$ cat src/rtl/divider_32.sv
// divider_32 -- sequential unsigned divider, radix-2 restoring, one quotient
// bit per clock, with a start/busy/done handshake.
//
// Ports:
//   clk          rising-edge clock
//   rst          synchronous active-high reset
//   start        begin a division (accepted only while busy=0)
//   dividend     unsigned numerator, latched on acceptance
//   divisor      unsigned denominator, latched on acceptance
//   busy         high while iterations are in progress
//   done         one-cycle pulse, results valid
//   quotient     floor(dividend/divisor), all ones on divide by zero
//   remainder    dividend mod divisor, latched dividend on divide by zero
//   div_by_zero  set together with done when the divisor was 0
module divider_32 #(
    parameter int unsigned WIDTH = 32
) (
    input  logic             clk,
    input  logic             rst,
    input  logic             start,
    input  logic [WIDTH-1:0] dividend,
    input  logic [WIDTH-1:0] divisor,
    output logic             busy,
    output logic             done,
    output logic [WIDTH-1:0] quotient,
    output logic [WIDTH-1:0] remainder,
    output logic             div_by_zero
);

    localparam int unsigned CNT_W = (WIDTH > 2) ? $clog2(WIDTH) : 1;

    typedef enum logic [1:0] {
        IDLE,
        RUN,
        DONE
    } state_t;

    state_t           state;
    logic [CNT_W-1:0] count;
    logic [WIDTH:0]   rem_r;    // partial remainder, one extra bit
    logic [WIDTH-1:0] quo_r;    // dividend bits shift out MSB first, quotient bits shift in
    logic [WIDTH-1:0] dvs_r;    // latched divisor

    logic [WIDTH+1:0] shifted;
    logic [WIDTH+1:0] diff;
    logic             q_bit;
    logic [WIDTH:0]   rem_next;
    logic [WIDTH-1:0] quo_next;
    logic             last_iter;

    // One restoring step. The subtraction is carried one bit wider than the
    // remainder register so its top bit is a clean borrow/sign flag.
    always_comb begin
        shifted   = {rem_r, quo_r[WIDTH-1]};
        diff      = shifted - {2'b00, dvs_r};
        q_bit     = ~diff[WIDTH+1];
        rem_next  = q_bit ? diff[WIDTH:0] : shifted[WIDTH:0];
        quo_next  = {quo_r[WIDTH-2:0], q_bit};
        last_iter = (count == CNT_W'(WIDTH - 1));
    end

    always_ff @(posedge clk) begin
        if (rst) begin
            state       <= IDLE;
            count       <= '0;
            rem_r       <= '0;
            quo_r       <= '0;
            dvs_r       <= '0;
            busy        <= 1'b0;
            done        <= 1'b0;
            quotient    <= '0;
            remainder   <= '0;
            div_by_zero <= 1'b0;
        end else begin
            case (state)
                IDLE, DONE: begin
                    done <= 1'b0;
                    if (start) begin
                        dvs_r <= divisor;
                        quo_r <= dividend;
                        rem_r <= '0;
                        count <= '0;
                        if (divisor == '0) begin
                            state       <= DONE;
                            done        <= 1'b1;
                            quotient    <= '1;
                            remainder   <= dividend;
                            div_by_zero <= 1'b1;
                        end else begin
                            state <= RUN;
                            busy  <= 1'b1;
                        end
                    end else begin
                        state <= IDLE;
                    end
                end
                RUN: begin
                    rem_r <= rem_next;
                    quo_r <= quo_next;
                    count <= count + 1'b1;
                    if (last_iter) begin
                        state       <= DONE;
                        busy        <= 1'b0;
                        done        <= 1'b1;
                        quotient    <= quo_next;
                        remainder   <= rem_next[WIDTH-1:0];
                        div_by_zero <= 1'b0;
                    end
                end
                default: begin
                    state <= IDLE;
                    busy  <= 1'b0;
                    done  <= 1'b0;
                end
            endcase
        end
    end

endmodule

$ cat config.mk
export PLATFORM = sky130hd
export DESIGN_NAME = divider_32
export DESIGN_NICKNAME = d
export VERILOG_FILES = /design/src/rtl/divider_32.sv
export SDC_FILE = /design/constraint.sdc
export NUM_CORES = 1
export LEC_CHECK = 0
export ABC_AREA = 1
export CAP_MARGIN = 25
export CELL_PAD_IN_SITES_DETAIL_PLACEMENT = 1
export CELL_PAD_IN_SITES_GLOBAL_PLACEMENT = 2
export CORE_ASPECT_RATIO = 0.75
export CORE_MARGIN = 3
export CORE_UTILIZATION = 27
export DETAILED_ROUTE_END_ITERATION = 8
export GPL_ROUTABILITY_DRIVEN = 0
export PLACE_DENSITY = 0.74
export SLEW_MARGIN = 30
export SYNTH_ARGS = -nofsm -noshare
export SYNTH_HDL_FRONTEND = slang
export SYNTH_SLANG_ARGS = --single-unit
$ cat constraint.sdc
create_clock -name clk -period 2.2 [get_ports clk]
set_input_delay 0.55 -clock clk [delete_from_list [all_inputs] [get_ports clk]]
set_output_delay 0.55 -clock clk [all_outputs]
set_load 0.05 [all_outputs]
==> results.md <==
* Die ar. at 40800 um2
* CTS max path bufs at 2
* Cells after Synth at 1634
* Placed cell areas at 13700 um2
* Setup Skew at 0.00866 ns
* Yosys warns at 0
* Dpl hpwl at 30200 um
* Routed len/inst at 16.5 um
* Final hold viol count at 0
* DR vias at 11300
* CP arrival at 2.68 ns
* Final setup margin at -0.0870 ns
* Syn_area_per_cell at 6.35 um2
* CTS clk-pin slew, worst paths at 0.08 ns
* Critical path endpoint category: flop
* Io pins at 134
* Gr usage total at 0.199
* Initial antenna violation count at 0
* Maximum vdd drop at 0.000514 V
* Die Y-Extent at 176 um
* Final core occ at 0.437
* First-pass DRT Iterations at 4
* Crit Path Class: flop to flop
* Startpoint types: flop
* CP required at 2.59 ns
* LEAKAGE at 0.00854 uW
* CTS H-Tree Depth at 4
* Crit-path max FO at 14
* Max Cap Viol at 0
* Final WL at 40900 um
* Period utilization at 1.04
* Min Tclk post-route at 2.29 ns
* Final Max Tran Viols at 0
* Row count at 61
* FFs w/ async S/R, synth at 0
* Pin count of the biggest net entering global routing at 74
* First-pass GRT wire length at 63700 um
* Total gr overflow at 0
* Die W at 232 um
* Ys flop type: dfxtp_1
* Port Buf Inserts at 133
* Iteration-0 DRC Markers at 455
* Clk_lat worst skew at 0.45 ns
* Effective utilization at floorplan at 0.277
* Fmax at 437 MHz
* Mapped Area at 10400 um2
* Setup Viol. Count Final at 43
* FILL cells at 4662
* ANT nets after route at 0
* Antenna cell count at 0
* TritonCTS clock tree: yes
* Share of cells above drive strength 1 at 0.361
* Status: complete, but fails checks
* Flops & latches, synth at 170
* EDFF count, synth at 0
* Final net count at 2069
* Vias in the first global route at 11900
* Routed vias/inst at 4.55
* CTS sink cnt at 170
* Core area at 37500 um2
* Design Area, Final at 16400 um2
* Pwr Density at 844 nW/um2
* HP Class: input port to flop
* Clock root buffer: clkbuf_16
* Violated checks: setup timing
* Mapped Nets at 1736
* Seq/Total Area, Yosys at 0.328
* Slew HR at 0.554
* Area added between synthesis and finish at 57.8%
* Hold_buf cts at 0
* CTS Buf Count at 17
* Synth unique cells at 41
* Worst-Margin Slew at 0.669 ns
* DRC errors left at 0
* RSZ-0062 raised after global routing: true
## where the power goes
group	internal (uW)	total, uW	switching (uW)
Combinational	2930	6950	4020
Sequential	3350	3550	205
Clock	1850	3300	1450
Total	8130	13800	5680
## synthesized netlist by cell type, types with 2 or more instances
| library cell | n | area (um2) |
|---|---|---|
| nand2_4 | 5 | 56.3 |
| nor4_1 | 8 | 50.1 |
| buf_6 | 4 | 45.0 |
| and2_1 | 2 | 12.5 |
| nor2_2 | 4 | 25.0 |
| buf_2 | 13 | 65.1 |
| nand3_1 | 93 | 465 |
| nand3_2 | 28 | 280 |
| inv_2 | 10 | 37.5 |
| nor2_1 | 179 | 672 |
| buf_4 | 5 | 37.5 |
| buf_12 | 4 | 80.1 |
| or2_2 | 31 | 194 |
| inv_1 | 242 | 908 |
| a21oi_1 | 129 | 646 |
| nor3_1 | 3 | 15.0 |
| o21ai_0 | 100 | 500 |
| o21ai_1 | 3 | 15.0 |
| nand2_1 | 453 | 1700 |
| xnor2_1 | 4 | 35.0 |
| xor2_1 | 11 | 96.3 |
| nand4_1 | 7 | 43.8 |
| ha_1 | 34 | 425 |
| a31oi_1 | 2 | 12.5 |
| nor2_4 | 4 | 45.0 |
| dfxtp_1 | 170 | 3400 |
| nand2_2 | 28 | 175 |
| buf_8 | 3 | 45.0 |
| clkbuf_1 | 43 | 161 |
## logic make-up (layout without fill, tap and decap cells)
kind of cell / Yosys count / count (layout) / share of synthesized area
compound gates: 241 / 241 / 0.119
simple gates: 848 / 848 / 0.363
flops: 170 / 170 / 0.328
xor+xnor: 15 / 15 / 0.0127
fa+ha+maj: 35 / 35 / 0.0430
buf+inv: 325 / 671 / 0.133
## metrics by stage
step           std cells  setup TNS, ns  setup slack (ns)  power [uW]  hold WS [ns]
6_report            2484          -1.73           -0.0870       13800         0.457
5_1_grt             2484          -8.82            -0.195       14700         0.473
4_1_cts             2473          -2.31           -0.0839       13400         0.463
3_5_place_dp        2415         -75.79             -1.07        9190         0.451
3_3_place_gp        2415         -75.89             -1.07        9090         0.447
2_1_floorplan       1634              0             0.145        6860         0.433
## critical path: stages (launching register included)
cell	delay, ns
dfxtp_1	0.32
inv_1	0.07
ha_4	0.30
nand2_1	0.06
nand2_1	0.10
nand2_1	0.07
nand2_2	0.07
nand2_2	0.07
a21oi_4	0.18
nor2_4	0.07
buf_6	0.12
nand3_4	0.11
nand2_4	0.09
nor2_4	0.11
buf_12	0.17
nand2_1	0.09
nand3_1	0.10
nand2_1	0.05
inv_1	0.07
## area by class of cell
class / instances / area (um2) / area share
Multi-Input combinational cell: 1139 / 7050 / 0.431
Timing Repair Buffer: 387 / 3660 / 0.224
Sequential cell: 170 / 3440 / 0.210
Inverter: 252 / 960 / 0.0586
Tap cell: 504 / 631 / 0.0385
Clock buffer: 18 / 439 / 0.0268
Clock inverter: 14 / 183 / 0.0112
## sequential cells by signal, summed over array words and instances (netlist names)
register,count
dvs_r,32
quotient,32
count,5
rem_r,33
quo_r,32
state,2
busy,1
remainder,32
div_by_zero,1
## routing by layer
layer | track usage | wire length, um | vias up
li1 | - | - | 5755
met1 | 0.272 | 20000 | 5390
met2 | 0.328 | 19200 | 128
met3 | 0.0344 | 1430 | 18
met4 | 0.0390 | 310 | 0
met5 | 0 | 0 | -
## placed cells by master (no fill, tap or decap), types with 5 or more instances in the layout
master and count:
nand2_1 359, buf_4 222, inv_1 213, dfxtp_1 144, nor2_1 128, a21oi_1 111, o21ai_0 98, nand2_2 98
nand3_2 64, nand3_1 51, dlygate4sd2_1 46, nor2_2 39, dlymetal6s2s_1 37, clkdlybuf4s50_1 36, inv_2 35, ha_4 32
or2_2 31, nand2_4 26, dfxtp_2 24, nor2_4 20, clkbuf_16 20, a21oi_2 18, buf_12 18, xor2_1 10
buf_6 8, nand4_1 7, nand3_4 7, clkdlybuf4s15_1 7, nor4_4 6, buf_16 5
## what timing repair did
item | in CTS | in global routing
gates resized for setup | 261 | 237
pin swaps | 68 | 65
cloned | 5 | 3
setup buffers | 24 | 12
endpoints found under the setup margin | 127 | 125
## worst paths after layout
| kind | startpoint | to | slack [ns] | cells after the start |
|---|---|---|---|---|
| min reg2reg | quo_r[5] | quo_r[5] | 0.46 | 2 |
| max | dvs_r[18] | rem_r[2] | -0.09 | 18 |
| min | divisor[15] | dvs_r[15] | 0.46 | 3 |
| max reg2reg | dvs_r[18] | rem_r[2] | -0.09 | 18 |
Power figures use the tool's default switching activity.
